### config.mk
export PLATFORM = sky130hd
export DESIGN_NAME = fofb_readout_streamer_flat
export DESIGN_NICKNAME = d
export VERILOG_FILES = /design/src/rtl/fofb_readout_streamer_pkg.sv /design/src/rtl/fofb_readout_streamer_if.sv /design/src/rtl/fofb_stream_fifo.sv /design/src/rtl/fofb_readout_streamer.sv /design/src/flat_wrapper.sv
export SDC_FILE = /design/constraint.sdc
export NUM_CORES = 1
export LEC_CHECK = 0
export BUFFER_PORTS_ARGS = -buffer_cell sky130_fd_sc_hd__buf_2
export CORE_MARGIN = 2
export CORE_UTILIZATION = 55
export DETAILED_ROUTE_END_ITERATION = 7
export PLACE_DENSITY_LB_ADDON = 0.15
export SLEW_MARGIN = 20
export SYNTH_ARGS = -nofsm -noshare
export SYNTH_HDL_FRONTEND = slang
export SYNTH_SLANG_ARGS = --single-unit
export TNS_END_PERCENT = 20
### constraint.sdc
create_clock -name clk -period 7.62 [get_ports clk]
set_input_delay 1.524 -clock clk [delete_from_list [all_inputs] [get_ports clk]]
set_output_delay 1.524 -clock clk [all_outputs]
set_load 0.1 [all_outputs]
### src/rtl/fofb_readout_streamer_pkg.sv
// Shared definitions for the FOFB readout streamer: FSM state encoding,
// record lane layout ({S, Y, X} MSB to LSB) and the lane-width helper.
// Latency: n/a (declarations only). Backpressure: n/a.
package fofb_readout_streamer_pkg;

  // TRAIL is only reachable when FOFB_STREAMER_TRAILER_EN is defined.
  typedef enum logic [1:0] {
    ST_IDLE  = 2'd0,
    ST_RUN   = 2'd1,
    ST_DRAIN = 2'd2,
    ST_TRAIL = 2'd3
  } state_e;

  localparam int NUM_LANES = 3;

  // Lane position within a record, counted from the LSB.
  typedef enum int {
    LANE_X = 0,
    LANE_Y = 1,
    LANE_S = 2
  } lane_e;

  function automatic int lane_width(input int data_width);
    return data_width / NUM_LANES;
  endfunction

endpackage

### src/rtl/fofb_readout_streamer_if.sv
// Valid/ready record stream from the readout streamer to the FOFB DSP/packetizer.
// Latency: n/a (wires only). Backpressure: beat held while m_valid && !m_ready.
// Ports: m_valid/m_data/m_index/m_last driven by master, m_ready by slave.
interface fofb_readout_streamer_if #(
  parameter int ADDR_WIDTH = 9,
  parameter int DATA_WIDTH = 96
);
  logic                  m_valid;
  logic                  m_ready;
  logic [DATA_WIDTH-1:0] m_data;
  logic [ADDR_WIDTH-1:0] m_index;
  logic                  m_last;

  modport master (output m_valid, output m_data, output m_index, output m_last, input m_ready);
  modport slave  (input m_valid, input m_data, input m_index, input m_last, output m_ready);
endinterface

### src/rtl/fofb_stream_fifo.sv
// First-word-fall-through FIFO with occupancy output for credit accounting.
// Latency: push visible at pop_dat the cycle after the write edge.
// Backpressure: none internally; caller must not push when full (credits guarantee this).
// Ports: clk, rst_n (async active-low), push/push_dat, pop/pop_dat, empty, occ.
module fofb_stream_fifo #(
  parameter int WIDTH = 105,
  parameter int DEPTH = 4
) (
  input  logic                         clk,
  input  logic                         rst_n,
  input  logic                         push,
  input  logic [WIDTH-1:0]             push_dat,
  input  logic                         pop,
  output logic [WIDTH-1:0]             pop_dat,
  output logic                         empty,
  output logic [$clog2(DEPTH+1)-1:0]   occ
);
  localparam int PW = (DEPTH > 1) ? $clog2(DEPTH) : 1;
  localparam int OW = $clog2(DEPTH + 1);

  logic [WIDTH-1:0] mem_q [DEPTH];
  logic [WIDTH-1:0] mem_d [DEPTH];
  logic [PW-1:0]    wr_ptr_q, wr_ptr_d, rd_ptr_q, rd_ptr_d;
  logic [OW-1:0]    occ_q, occ_d;
  logic             full, push_ok, pop_ok;

  function automatic logic [PW-1:0] ptr_inc(input logic [PW-1:0] p);
    return (p == PW'(DEPTH - 1)) ? '0 : p + 1'b1;
  endfunction

  assign empty   = (occ_q == '0);
  assign full    = (occ_q == OW'(DEPTH));
  assign push_ok = push && !full;
  assign pop_ok  = pop && !empty;
  assign pop_dat = mem_q[rd_ptr_q];
  assign occ     = occ_q;

  always_comb begin
    mem_d    = mem_q;
    wr_ptr_d = wr_ptr_q;
    rd_ptr_d = rd_ptr_q;
    if (push_ok) begin
      mem_d[wr_ptr_q] = push_dat;
      wr_ptr_d        = ptr_inc(wr_ptr_q);
    end
    if (pop_ok) begin
      rd_ptr_d = ptr_inc(rd_ptr_q);
    end
    occ_d = occ_q + OW'(push_ok) - OW'(pop_ok);
  end

  // Storage is reset so the stream data/index outputs come up as zero.
  always_ff @(posedge clk or negedge rst_n) begin
    if (!rst_n) begin
      for (int i = 0; i < DEPTH; i++) mem_q[i] <= '0;
      wr_ptr_q <= '0;
      rd_ptr_q <= '0;
      occ_q    <= '0;
    end else begin
      mem_q    <= mem_d;
      wr_ptr_q <= wr_ptr_d;
      rd_ptr_q <= rd_ptr_d;
      occ_q    <= occ_d;
    end
  end
endmodule

### src/rtl/fofb_readout_streamer.sv
// Scans RAM records 0..count-1 over a registered read port and streams them in order.
// Latency: start edge t0 -> addrb=0 after t0, first m_valid after t0+2, done after last pop.
// Backpressure: reads issue only while FIFO occupancy + in-flight reads < FIFO_DEPTH; no beats lost.
// Ports: clk, resetn (async active-low), start/count, busy/done, addrb/doutb (RAM port B),
//        m_if (stream master). Optional feature: FOFB_STREAMER_TRAILER_EN appends an XOR trailer beat.
module fofb_readout_streamer
  import fofb_readout_streamer_pkg::*;
#(
  parameter int ADDR_WIDTH = 9,
  parameter int DATA_WIDTH = 96,
  parameter int FIFO_DEPTH = 4
) (
  input  logic                    clk,
  input  logic                    resetn,
  input  logic                    start,
  input  logic [ADDR_WIDTH:0]     count,
  output logic                    busy,
  output logic                    done,
  output logic [ADDR_WIDTH-1:0]   addrb,
  input  logic [DATA_WIDTH-1:0]   doutb,
  fofb_readout_streamer_if.master m_if
);
  localparam int CW = ADDR_WIDTH + 1;
  localparam int OW = $clog2(FIFO_DEPTH + 1);
  localparam int FW = DATA_WIDTH + ADDR_WIDTH;
  localparam logic [CW-1:0] MAX_CNT = {1'b1, {ADDR_WIDTH{1'b0}}};

  state_e                state_q, state_d;
  logic [CW-1:0]         count_q, count_d, rd_ptr_q, rd_ptr_d, count_clamped;
  logic [ADDR_WIDTH-1:0] addrb_q, addrb_d, idx_s2_q, idx_s2_d, last_idx, head_idx;
  logic                  rd_s1_q, rd_s1_d, rd_s2_q, rd_s2_d, done_q, done_d;
  logic [DATA_WIDTH-1:0] head_dat;
  logic [FW-1:0]         fifo_in, fifo_out;
  logic [OW-1:0]         fifo_occ;
  logic                  fifo_empty, fifo_pop, issue, credit_ok, start_ok, last_pop;

  assign count_clamped = (count > MAX_CNT) ? MAX_CNT : count;
  assign start_ok      = start && (state_q == ST_IDLE) && (count_clamped != '0);

  // rd_s1: address on addrb this cycle; rd_s2: its data on doutb this cycle.
  // Both are reads the FIFO has already promised a slot to.
  assign credit_ok = (32'(fifo_occ) + 32'(rd_s1_q) + 32'(rd_s2_q)) < 32'(FIFO_DEPTH);
  // The accepting edge issues address 0 itself, so addrb=0 lands with busy.
  assign issue     = start_ok || ((state_q == ST_RUN) && credit_ok);

  assign last_idx  = ADDR_WIDTH'(count_q - 1'b1);
  assign fifo_in   = {idx_s2_q, doutb};
  assign head_idx  = fifo_out[FW-1 -: ADDR_WIDTH];
  assign head_dat  = fifo_out[DATA_WIDTH-1:0];
  assign fifo_pop  = !fifo_empty && m_if.m_ready;
  assign last_pop  = fifo_pop && (head_idx == last_idx);

  fofb_stream_fifo #(
    .WIDTH (FW),
    .DEPTH (FIFO_DEPTH)
  ) u_fifo (
    .clk      (clk),
    .rst_n    (resetn),
    .push     (rd_s2_q),
    .push_dat (fifo_in),
    .pop      (fifo_pop),
    .pop_dat  (fifo_out),
    .empty    (fifo_empty),
    .occ      (fifo_occ)
  );

  // State register
  always_ff @(posedge clk or negedge resetn) begin
    if (!resetn) state_q <= ST_IDLE;
    else         state_q <= state_d;
  end

  // Next-state logic
  always_comb begin
    state_d = state_q;
    case (state_q)
      ST_IDLE:  if (start_ok) state_d = (count_clamped == CW'(1)) ? ST_DRAIN : ST_RUN;
      ST_RUN:   if (issue && (rd_ptr_q == count_q - 1'b1)) state_d = ST_DRAIN;
`ifdef FOFB_STREAMER_TRAILER_EN
      ST_DRAIN: if (last_pop) state_d = ST_TRAIL;
`else
      ST_DRAIN: if (last_pop) state_d = ST_IDLE;
`endif
      ST_TRAIL: if (m_if.m_ready) state_d = ST_IDLE;
      default:  state_d = ST_IDLE;
    endcase
  end

  // Output logic: done is registered so it pulses in the IDLE-entry cycle.
  always_comb begin
    done_d = (start && (state_q == ST_IDLE) && (count_clamped == '0)) ||
             ((state_q != ST_IDLE) && (state_d == ST_IDLE));
  end

  assign busy  = (state_q != ST_IDLE);
  assign done  = done_q;
  assign addrb = addrb_q;

  // Read pointer and read pipeline
  always_comb begin
    count_d  = count_q;
    rd_ptr_d = rd_ptr_q;
    addrb_d  = addrb_q;
    if (start_ok) begin
      count_d  = count_clamped;
      addrb_d  = '0;
      rd_ptr_d = CW'(1);
    end else if (issue) begin
      addrb_d  = rd_ptr_q[ADDR_WIDTH-1:0];
      rd_ptr_d = rd_ptr_q + 1'b1;
    end
    rd_s1_d  = issue;
    rd_s2_d  = rd_s1_q;
    idx_s2_d = addrb_q;
  end

  always_ff @(posedge clk or negedge resetn) begin
    if (!resetn) begin
      count_q  <= '0;
      rd_ptr_q <= '0;
      addrb_q  <= '0;
      rd_s1_q  <= 1'b0;
      rd_s2_q  <= 1'b0;
      idx_s2_q <= '0;
      done_q   <= 1'b0;
    end else begin
      count_q  <= count_d;
      rd_ptr_q <= rd_ptr_d;
      addrb_q  <= addrb_d;
      rd_s1_q  <= rd_s1_d;
      rd_s2_q  <= rd_s2_d;
      idx_s2_q <= idx_s2_d;
      done_q   <= done_d;
    end
  end

`ifdef FOFB_STREAMER_TRAILER_EN
  localparam int LW = lane_width(DATA_WIDTH);
  logic [DATA_WIDTH-1:0] acc_q, acc_d;

  // Lane-wise XOR of every record beat that leaves the FIFO.
  always_comb begin
    acc_d = acc_q;
    if (start_ok) begin
      acc_d = '0;
    end else if (fifo_pop) begin
      for (int l = 0; l < NUM_LANES; l++) begin
        acc_d[l*LW +: LW] = acc_q[l*LW +: LW] ^ head_dat[l*LW +: LW];
      end
    end
  end

  always_ff @(posedge clk or negedge resetn) begin
    if (!resetn) acc_q <= '0;
    else         acc_q <= acc_d;
  end

  assign m_if.m_valid = !fifo_empty || (state_q == ST_TRAIL);
  assign m_if.m_data  = (state_q == ST_TRAIL) ? acc_q : head_dat;
  assign m_if.m_index = (state_q == ST_TRAIL) ? count_q[ADDR_WIDTH-1:0] : head_idx;
  assign m_if.m_last  = (state_q == ST_TRAIL);
`else
  assign m_if.m_valid = !fifo_empty;
  assign m_if.m_data  = head_dat;
  assign m_if.m_index = head_idx;
  assign m_if.m_last  = !fifo_empty && (head_idx == last_idx);
`endif

endmodule
### src/flat_wrapper.sv
// flat-port wrapper written by rule: the top's interface ports become plain ports
module fofb_readout_streamer_flat import fofb_readout_streamer_pkg::*;
#(
  parameter int ADDR_WIDTH = 9,
  parameter int DATA_WIDTH = 96,
  parameter int FIFO_DEPTH = 4
)
  (clk, resetn, start, count, busy, done, addrb, doutb, m_if_m_valid, m_if_m_data, m_if_m_index, m_if_m_last, m_if_m_ready);
  fofb_readout_streamer_if #(.ADDR_WIDTH(ADDR_WIDTH), .DATA_WIDTH(DATA_WIDTH)) m_if_i ();
  input  logic clk;
  input  logic resetn;
  input  logic start;
  input  logic [ADDR_WIDTH:0] count;
  output logic busy;
  output logic done;
  output logic [ADDR_WIDTH-1:0] addrb;
  input  logic [DATA_WIDTH-1:0] doutb;
  output wire logic [$bits(m_if_i.m_valid)-1:0] m_if_m_valid;
  output wire logic [$bits(m_if_i.m_data)-1:0] m_if_m_data;
  output wire logic [$bits(m_if_i.m_index)-1:0] m_if_m_index;
  output wire logic [$bits(m_if_i.m_last)-1:0] m_if_m_last;
  input wire logic [$bits(m_if_i.m_ready)-1:0] m_if_m_ready;
  assign m_if_m_valid = m_if_i.m_valid;
  assign m_if_m_data = m_if_i.m_data;
  assign m_if_m_index = m_if_i.m_index;
  assign m_if_m_last = m_if_i.m_last;
  assign m_if_i.m_ready = m_if_m_ready;
  fofb_readout_streamer #(.ADDR_WIDTH(ADDR_WIDTH), .DATA_WIDTH(DATA_WIDTH), .FIFO_DEPTH(FIFO_DEPTH)) u_core (.clk(clk), .resetn(resetn), .start(start), .count(count), .busy(busy), .done(done), .addrb(addrb), .doutb(doutb), .m_if(m_if_i));
endmodule
Yosys cells after proc, flatten, opt, wreduce, memory -nomap -nowiden
Cells that the tools add are included.
{"block": "op_classes", "addsub": 8, "magnitude_cmp": 5, "n_eq_ne": 9, "n_mux": 19, "n_bitwise": 2, "reduce_logical": 23}
{"op": "bitwise mux 420 bit", "n": 1}
{"op": "2-to-1 mux 105 bit", "n": 3}
{"op": "binary-select mux 105 bit (select 2 bit)", "n": 1}
{"op": "demux 105 bit (select 2 bit)", "n": 1}
{"op": "adder 32 x 1 -> 32 bit", "n": 1}
{"op": "< comparator 32 x 3 -> 1 bit (second input constant)", "n": 1}
{"op": "2-to-1 mux 10 bit", "n": 3}
{"op": "2-to-1 mux 9 bit", "n": 2}
{"op": "2-to-1 mux 2 bit", "n": 7}
{"op": "logical AND 1 bit", "n": 12}
{"op": "adder 10 x 1 -> 10 bit (second input constant)", "n": 1}
{"op": "== test 10 x 1 -> 1 bit (second input constant)", "n": 1}
{"op": "== test 10 bit", "n": 1}
{"op": "> comparator 10 bit (second input constant)", "n": 1}
{"op": "logical NOT 10 bit", "n": 1}
{"op": "nonzero test 10 bit", "n": 1}
{"op": "subtractor 10 x 1 -> 10 bit (second input constant)", "n": 1}
{"op": "== test 9 bit", "n": 1}
{"op": "== test 2 bit (second input constant)", "n": 4}
{"op": "one-hot mux 2 bit (4 select lines)", "n": 1}
{"op": "greater-or-equal comparator 3 bit (second input constant)", "n": 2}
{"op": "NOT 2 -> 3 bit", "n": 2}
{"op": "adder 2 x 1 -> 2 bit (second input constant)", "n": 2}
{"op": "adder 3 x 1 -> 4 bit", "n": 1}
{"op": "other kinds (10)", "n": 14}
{"block": "totals", "reg_bits": 470, "inputBits": 110, "out_inout_bits": 118, "word_cells": 81}

Logic depth before layout (Yosys ltp)
Gate-level depths: netlist of run 1.
{"block": "logic_depth", "depth_word": 11, "mapped_depth": 9, "mapped_depth_nobuf": 9}

Cells and area by module
A second synthesis of run 1 with hierarchy kept.
{"block": "hier_totals", "cells_unflattened": 1328, "hier_area_um2": 21921.0}
{"module": "fofb_stream_fifo", "n_inst": 1, "cells_per_inst": 1055, "area_per_inst_um2": 19443.6, "seq_area_each_um2": 10685.2}
{"module": "fofb_readout_streamer", "n_inst": 1, "cells_per_inst": 273, "area_per_inst_um2": 2477.4, "seq_area_each_um2": 1076.0}

Worst setup path after synthesis of run 1
OpenSTA, ideal clock, no wires.
{"block": "synth_timing", "path_type": "register to output", "start": "register u_core.u_fifo.rd_ptr_q[0]", "end": "output m_if_m_last", "arrival_time_ns": 3.069, "t_required_ns": 6.096, "path_slack_ns": 3.027, "stages_incl_launch_ff": 8, "path_buffers": 1, "cell_sequence": "dfrtp_1 -> buf_6 -> mux4_1 -> xnor2_1 -> nor4_1 -> a21o_1 -> o2111a_1 -> and2_1"}
{"block": "synth_between", "elab_chain_len": 6}
{"item": "from (decl)", "line": "fofb_stream_fifo.sv:23", "rtl": "logic [PW-1:0] wr_ptr_q, wr_ptr_d, rd_ptr_q, rd_ptr_d;"}
{"item": "from (signal assigned)", "line": "fofb_stream_fifo.sv:62", "rtl": "rd_ptr_q <= rd_ptr_d;"}
{"item": "NOT 2 -> 3 bit (implied by the code)", "line": "fofb_stream_fifo.sv:35", "rtl": "assign pop_dat = mem_q[rd_ptr_q];"}
{"item": "binary-select mux 105 bit (select 2 bit)", "line": "fofb_stream_fifo.sv:35"}
{"item": "2-to-1 mux 105 bit (implied by the code) (2 in a row)", "line": "fofb_stream_fifo.sv:35"}
{"item": "via m_if_m_index[7]", "line": "flat_wrapper.sv:20", "rtl": "output wire logic [$bits(m_if_i.m_index)-1:0] m_if_m_index;"}
{"item": "== test 9 bit", "line": "fofb_readout_streamer.sv:166", "rtl": "assign m_if.m_last = !fifo_empty && (head_idx == last_idx);"}
{"item": "logical AND 1 bit", "line": "fofb_readout_streamer.sv:166"}
{"item": "to (decl)", "line": "flat_wrapper.sv:21", "rtl": "output wire logic [$bits(m_if_i.m_last)-1:0] m_if_m_last;"}
The timed path passes the listed nets, and every way through them passes these cells. The select of a mux whose other input is x is not followed.

Final worst setup path of run 1
{"block": "layout_timing", "start": "register u_core.u_fifo.rd_ptr_q[0]", "end": "output m_if_m_last"}
{"block": "layout_between", "elab_chain_len": 6}
{"item": "NOT 2 -> 3 bit (implied by the code)", "line": "fofb_stream_fifo.sv:35"}
{"item": "binary-select mux 105 bit (select 2 bit)", "line": "fofb_stream_fifo.sv:35"}
{"item": "2-to-1 mux 105 bit (implied by the code) (2 in a row)", "line": "fofb_stream_fifo.sv:35"}
{"item": "== test 9 bit", "line": "fofb_readout_streamer.sv:166"}
{"item": "logical AND 1 bit", "line": "fofb_readout_streamer.sv:166"}
Every way passes these cells. The select of a mux whose other input is x is not followed.

==> results.env, run 1 <==
STATUS='completed'
CPMAXSTAGEDELAYCELL='sky130_fd_sc_hd__buf_4'
DIEWIDTH_UM=198
DRCVIOLATIONCOUNT=0
PATH_CELLS='buf_4 > mux4_2 > nor2_1 > nand2_1 > o21ai_0 > o2111a_1 > and2_1 > buf_2'
TIMING.MAX_SLEW.REL_SLACK_PCT=29.6
POST_SYNTHESIS_SEQUENTIAL_AREA_RATIO_PCT=57.0
SYNTH_TOP_CELL_BY_AREA='sky130_fd_sc_hd__dfrtp_1'
CRIT_START='u_core.u_fifo.rd_ptr_q[0]'
SYN_AVG_CELL_AREA_SQ_UM=15.7
WORSTSKEWPAIRLATENCY_NS=0.58
NUMBER_OF_HOLD_REPAIR_BUFFERS_ADDED_AT_THE_CTS_STAGE=0
DETAILEDPLACE.WORSTSLACK_NS=2.69
PLACEDINSTANCEAREA_SQ_MM=0.0222
FP.COREAREA_SQ_MM=0.0368
SYNTH.CELLS.MOST_FREQUENT='sky130_fd_sc_hd__dfrtp_1, sky130_fd_sc_hd__mux2_2, sky130_fd_sc_hd__mux4_2'
CTS_RESIZES=0
POST-DP-HPWL_UM=26200
POSTSYNTHNETCOUNT=1433
GLOBAL_ROUTE_WIRE_LENGTH_BEFORE_REPAIR_UM=69100
TRANSITION_TIME_OF_THE_TIGHTEST_SLEW_CHECK_PIN_NS=1.05
DIEHEIGHT_UM=198
PERIOD_SHARE_PCT=71.0
DOMINANTREGCELLSYNTH='sky130_fd_sc_hd__dfrtp_1'
SYNTH_CELL_TYPES=56
TOTAL_COUNT_OF_MAX_TRANSITION_VIOLATIONS_IN_THE_FINAL_REPORT=0
FINAL-HOLD-VIOLATION-COUNT=0
LAYOUT.FILLER_CELLS=2721
POST_SYNTH_INSTANCE_AREA_SQ_MM=0.0206
HOLD_PATH.CLASS='reg -> reg'
DRT-PASS1-ITER-COUNT=4
PATH_CLK_SLEW_NS=0.06
CRIT_PATH_MAX_FANOUT=43
CLOCK_TREE.HTREE_LEVEL_COUNT=2
CP_DATA_ARRIVAL_TIME_NS=3.88
CPPEAKSTAGEDELAY_NS=0.82
NETS=1644
PLACEMENT.IO_BUFFERS=227
RSZ0062_AT_GRT='false'
GRT_MAX_DEGREE=167
NUMBER_OF_INSTANCES_IN_THE_SYNTHESIZED_NETLIST=1310
TRITONCTS_NUM_SINKS=470
GLOBAL_ROUTE.USAGE.TOTAL_PCT=22.9
CRITICAL_PATH.N_BUFFERS_INVERTERS=2
HP-START='u_core.rd_s1_q'
DETAILROUTE.VIA_COUNT=11800
TRITONCTS_CLOCK_TREE='yes'
REGTOREGSTARTPOINT='u_core.u_fifo.rd_ptr_q[0]'
FMAXACHIEVABLE_MHz=185
REPORT.FINAL.SETUP_VIOL=0
NUMBER_OF_ROWS_CREATED_AT_FLOORPLAN=70
DRT_FIRST_ITER_VIOLATIONS=472
YOSYSWARNINGCOUNT=0
POST_ROUTE_CELLS_DRIVE_ABOVE_1_SHARE_PCT=54.6
FINAL.SETUP_SKEW_NS=0.0113
IO_PINS=228
CTS-BUFFERS-INSERTED=49
PERIOD_MINUS_SLACK_NS=5.41
BUFFER_DEPTH_OF_THE_LONGEST_CLOCK_PATH=3
YOSYS-TOP-CELLS-AREA='sky130_fd_sc_hd__dfrtp_1, sky130_fd_sc_hd__mux2_2, sky130_fd_sc_hd__mux4_2'
NUMBER_OF_ENABLE_FLIP_FLOP_CELLS_AFTER_SYNTHESIS=0
CTSROOTBUFFERMASTER='sky130_fd_sc_hd__clkbuf_16'
LAYOUT-AREA-OVERHEAD-VS-SYNTH_PCT=15.5
INITIAL_UTILIZATION_PCT=56.1
DRT.ANTENNA.VIOLATING_NETS=0
WORSTSETUPENDPOINTTYPE='output pin'
STARTPOINT_TYPE='register'
CP.REQUIRED_NS=6.10
MAX_CAP_VIOL_COUNT=0
AREA_SHARE_OF_THE_LARGEST_CELL_TYPE_AFTER_SYNTHESIS_PCT=57.0
DIE-AREA_SQ_MM=0.0391
POSTCTSSETUPREPAIRBUFS=0
YS_SEQ_ELEMENTS=470
ASYNC_RESET_FF_SHARE_PCT=100
VIASPERCELL=5.82
GRT_PASS1_VIAS=12600
POST-ROUTE-WORST-SETUP-SLACK_NS=2.21
FINAL_AREA_SQ_MM=0.0238
WORSTSETUPPATHTYPE='reg -> out'
INITIAL_ANTENNA_VIOLATION_COUNT=5
YOSYS.CELL_COUNT.TOP_TYPE='sky130_fd_sc_hd__dfrtp_1'
ROUTED_WL_UM=43000
DETAIL_ROUTE.WL_PER_CELL_UM=21.2
FIN_SETUP_TNS_NS=0
CP_TOP_FAMILY='buffers and inverters'
GR-TOTAL-OVERFLOW=0
GLOBALPLACE.CONGESTION=0.853
==> cells by family (layout without fill, tap and decap cells) <==
logic type / Yosys count / after routing / synth area share [%]
adders and majority gates: 13 / 13 / 0.825
muxes: 526 / 526 / 34.5
other: 0 / 5 / 0
AOI/OAI and AO/OA: 57 / 57 / 1.77
buffers and inverters: 95 / 342 / 1.84
xor gates and xnor gates: 28 / 28 / 1.23
DFF: 470 / 470 / 57.0
and+or+nand+nor: 121 / 121 / 2.88
==> cell usage in the layout (no fill, tap or decap), types with 4 or more instances in the layout <==
cell type                     n
sky130_fd_sc_hd__o21ai_0     16
sky130_fd_sc_hd__diode_2      5
sky130_fd_sc_hd__a21oi_1     14
sky130_fd_sc_hd__buf_2      226
sky130_fd_sc_hd__ha_1        12
sky130_fd_sc_hd__clkbuf_1    12
sky130_fd_sc_hd__mux4_2     104
sky130_fd_sc_hd__nor2_1      20
sky130_fd_sc_hd__or3_1        5
sky130_fd_sc_hd__nand2b_1     4
sky130_fd_sc_hd__xor2_1       9
sky130_fd_sc_hd__a31oi_1      4
sky130_fd_sc_hd__mux2_2     420
sky130_fd_sc_hd__nand2_4      4
sky130_fd_sc_hd__nand3_1      8
sky130_fd_sc_hd__clkbuf_8    11
sky130_fd_sc_hd__nor3_1       6
sky130_fd_sc_hd__nand2_1     44
sky130_fd_sc_hd__nand4_1      8
sky130_fd_sc_hd__xnor2_1     18
sky130_fd_sc_hd__clkbuf_16   51
sky130_fd_sc_hd__clkinv_2     7
sky130_fd_sc_hd__buf_4       11
sky130_fd_sc_hd__dfrtp_1    468
sky130_fd_sc_hd__inv_1       15
==> sequential cells by signal (all words and copies together) (netlist names), 3 cells and up <==
register,cells
u_core.count_q,10
u_core.rd_ptr_q,10
u_core.u_fifo.mem_q,420
u_core.idx_s2_q,9
u_core.u_fifo.occ,3
u_core.addrb,9
==> per-stage QoR <==
step           std cells  util (%)  hold slack (ns)
3_3_place_gp        1938      60.4            0.368
2_1_floorplan       1310         -            0.357
3_5_place_dp        1938      60.4            0.380
4_1_cts             2025      64.8            0.385
6_report            2030      64.8            0.395
5_1_grt             2026      64.8            0.417
==> layout make-up <==
cell class	count	area (sq um)	area share (%)
repair buffers	240	1270	5.32
diodes	5	12.5	0.0525
clock inverters	13	150	0.630
flip-flops and latches	470	11800	49.4
well taps	468	586	2.46
inverters	15	56.3	0.236
clock buffers	74	1470	6.18
multi-input cells	745	8520	35.7
==> layer usage <==
layer	vias to the layer above	GRT usage, %	share of wire (%)
met5	-	0	0.049
met4	4	7.46	2.5
met3	70	5.26	5.3
met2	224	37.2	48
met1	6210	30.7	44
li1	5299	-	-
==> worst register-to-register path, delay by kind of cell (launching register included) <==
kind | cells | cell delay [ns]
DFF | 1 | 0.74
muxes | 1 | 0.65
buffers and inverters | 1 | 0.82
and+or+nand+nor | 3 | 0.47
AOI/OAI and AO/OA | 3 | 0.45
==> final timing paths <==
kind / end / slack [ns] / depth (start not counted)
max: m_if_m_last / 2.21 / 8
min: u_core.rd_s2_q / 0.40 / 0
max reg2reg: u_core.state_q[1] / 4.35 / 8
min reg2reg: u_core.rd_s2_q / 0.40 / 0
max in group asynchronous: u_core.u_fifo.rd_ptr_q[0] / 5.19 / 2
min in group asynchronous: u_core.u_fifo.mem_q[337] / 0.92 / 1
Power of run 1 is not shown: default switching activity piles up to over one toggle a cycle in this logic, so the estimate is an artifact.
==> inputs of run 2 (changes only) <==
clock period = 5.5 ns   (was 7.62 ns; I/O delays follow)
==> results.env, run 2 (same netlist as run 1, synthesis figures left out) <==
DRT-PASS1-ITER-COUNT=5  # was 4
HOLD-PATH-CELL-COUNT=0  # unchanged
FINAL_COMMON_CELL='sky130_fd_sc_hd__dfrtp_1'  # unchanged
GRT_MAX_DEGREE=132  # was 167
FF_LATCH_AREA_SQ_MM=0.0118  # unchanged
CRIT_START='u_core.u_fifo.rd_ptr_q[1]'  # was u_core.u_fifo.rd_ptr_q[0]
STATUS='completed'  # unchanged
NUMBER_OF_ROWS_CREATED_AT_FLOORPLAN=70  # unchanged
TOTAL_COUNT_OF_MAX_TRANSITION_VIOLATIONS_IN_THE_FINAL_REPORT=0  # unchanged
VIASPERCELL=5.85  # was 5.82
DETAIL_ROUTE.WL_PER_CELL_UM=21.3  # was 21.2 um
NETS=1646  # was 1644
CP.REQUIRED_NS=4.40  # was 6.10 ns
ROUTED_WL_UM=43400  # was 43000 um
DRT.ANTENNA.VIOLATING_NETS=0  # unchanged
LAYOUT-AREA-OVERHEAD-VS-SYNTH_PCT=16.1  # was 15.5%
HP-START='u_core.rd_s1_q'  # unchanged
INITIAL_ANTENNA_VIOLATION_COUNT=8  # was 5
DIEWIDTH_UM=198  # unchanged
LARGEST-REGISTER='u_core.u_fifo.mem_q'  # unchanged
FP.COREAREA_SQ_MM=0.0368  # unchanged
WORSTSETUPPATHTYPE='reg -> out'  # unchanged
FINAL.SETUP_SKEW_NS=0.00946  # was 0.0113 ns
NUMPLACEDINSTANCES=1940  # was 1938
LAYOUT.FILLER_CELLS=2713  # was 2721
NUMBER_OF_FLIP_FLOPS_UNDER_THE_LARGEST_REGISTER_NAME=420  # unchanged
HOLD_PATH.CLASS='reg -> reg'  # unchanged
FMAXACHIEVABLE_MHz=223
NUMBER_OF_HOLD_REPAIR_BUFFERS_ADDED_AT_THE_CTS_STAGE=0  # unchanged
TRITONCTS_NUM_SINKS=470  # unchanged
PERIOD_MINUS_SLACK_NS=4.49
GLOBAL_ROUTE_WIRE_LENGTH_BEFORE_REPAIR_UM=70300  # was 69100 um
INITIAL_UTILIZATION_PCT=56.1  # unchanged
IO_PINS=228  # unchanged
WORSTSKEWPAIRLATENCY_NS=0.58  # about the same
RSZ0062_AT_GRT='false'  # unchanged
WORSTSETUPENDPOINTTYPE='output pin'  # unchanged
PLACEMENT.IO_BUFFERS=227  # unchanged
CRIT_PATH_MAX_FANOUT=52  # was 43
GLOBALPLACE.CONGESTION=0.835  # was 0.853
STARTPOINT_TYPE='register'  # unchanged
MULTI_INPUT_AREA_SQ_MM=0.00852  # unchanged
GRT_PASS1_VIAS=12800  # was 12.6k
REGTOREGSTARTPOINT='u_core.u_fifo.occ[1]'  # was u_core.u_fifo.rd_ptr_q[0]
MOSTFREQUENTLAYOUTCELLS='sky130_fd_sc_hd__dfrtp_1, sky130_fd_sc_hd__mux2_2, sky130_fd_sc_hd__buf_2'  # unchanged
TRITONCTS_CLOCK_TREE='yes'  # unchanged
POST_ROUTE_CELLS_DRIVE_ABOVE_1_SHARE_PCT=55.0  # was 54.6%
POSTCTSSETUPREPAIRBUFS=0  # unchanged
PATH_CLK_SLEW_NS=0.06  # about the same
TIMING.MAX_SLEW.REL_SLACK_PCT=25.7  # was 29.6%
DIE-AREA_SQ_MM=0.0391  # unchanged
TRANSITION_TIME_OF_THE_TIGHTEST_SLEW_CHECK_PIN_NS=1.11  # was 1.05 ns
BUFFER_DEPTH_OF_THE_LONGEST_CLOCK_PATH=3  # unchanged
FIN_HOLD_WS_NS=0.378  # was 0.395 ns
MAX_CAP_VIOL_COUNT=0  # unchanged
CLOCK_TREE.HTREE_LEVEL_COUNT=2  # unchanged
REG_TOP3='u_core.u_fifo.mem_q x420, u_core.count_q x10, u_core.rd_ptr_q x10'  # unchanged
DIEHEIGHT_UM=198  # unchanged
DETAILROUTE.VIA_COUNT=11900  # was 11.8k
DRCVIOLATIONCOUNT=0  # unchanged
FIN_SETUP_TNS_NS=0  # unchanged
CTS-BUFFERS-INSERTED=49  # unchanged
CTS_RESIZES=0  # unchanged
CP_DATA_ARRIVAL_TIME_NS=3.39  # was 3.88 ns
POST-DP-HPWL_UM=26900  # was 26200 um
REPORT.FINAL.SETUP_VIOL=0  # unchanged
GR-TOTAL-OVERFLOW=0  # unchanged
POST-ROUTE-UTIL_PCT=65.1  # was 64.8%
PERIOD_SHARE_PCT=81.7
GLOBAL_ROUTE.USAGE.TOTAL_PCT=23.1  # was 22.9%
FINAL_CELLS=2035  # was 2030
CTSROOTBUFFERMASTER='sky130_fd_sc_hd__clkbuf_16'  # unchanged
FINAL-HOLD-VIOLATION-COUNT=0  # unchanged
WORSTREGTOREGCELLS=5  # was 8
DRT_FIRST_ITER_VIOLATIONS=565  # was 472
## run 2: changes by cell type in the layout (fill, tap and decap cells not counted)
cell and delta:
sky130_fd_sc_hd__bufinv_16 +1, sky130_fd_sc_hd__inv_6 -1, sky130_fd_sc_hd__clkinv_2 +4, sky130_fd_sc_hd__diode_2 -1
sky130_fd_sc_hd__clkbuf_8 +3, sky130_fd_sc_hd__clkbuf_1 -3, sky130_fd_sc_hd__buf_12 +2
## run 2: per-layer routing
layer  vias to the layer above  track usage (%)  wire length [um]
li1                       5292                -                 -
met5                         -                0                55
met2                       260             37.1             21000
met1                      6274             31.3             18800
met4                         8             6.60               875
met3                        61             6.37              2720
## run 2: final timing paths
| kind | to | slack, ns |
|---|---|---|
| max | m_if_m_last | 1.01 |
| min | u_core.rd_s2_q | 0.38 |
| max reg2reg | u_core.u_fifo.mem_q[264] | 2.32 |
| min reg2reg | u_core.rd_s2_q | 0.38 |
| max in group asynchronous | u_core.u_fifo.mem_q[64] | 3.66 |
| min in group asynchronous | u_core.u_fifo.mem_q[341] | 0.60 |
## run 2: layout make-up
type | instances | share of cell area (%)
multi-input cells | 745 | 35.6
repair buffers | 242 | 5.47
clock buffers | 74 | 6.28
well taps | 468 | 2.45
inverters | 15 | 0.235
clock inverters | 17 | 0.800
diodes | 4 | 0.0418
flip-flops and latches | 470 | 49.2
## run 2: metrics by stage
| stage | worst slack (ns) | area [sq um] |
|---|---|---|
| 6_report | 1.01 | 23900 |
| 5_1_grt | 0.869 | 23900 |
| 4_1_cts | 0.967 | 23900 |
| 3_5_place_dp | 1.62 | 22200 |
| 3_3_place_gp | 1.60 | 22200 |
| 2_1_floorplan | 1.33 | 20600 |
## run 2: worst max-delay path, cell delays in order, from the launching register on
cell	delay, ns
sky130_fd_sc_hd__dfrtp_4	0.98
sky130_fd_sc_hd__mux4_2	0.48
sky130_fd_sc_hd__a211o_1	0.30
sky130_fd_sc_hd__nand4_1	0.08
sky130_fd_sc_hd__a21o_1	0.12
sky130_fd_sc_hd__o2111a_1	0.29
sky130_fd_sc_hd__and2_1	0.15
sky130_fd_sc_hd__buf_2	0.42
Power of run 2 is left out for the same reason.
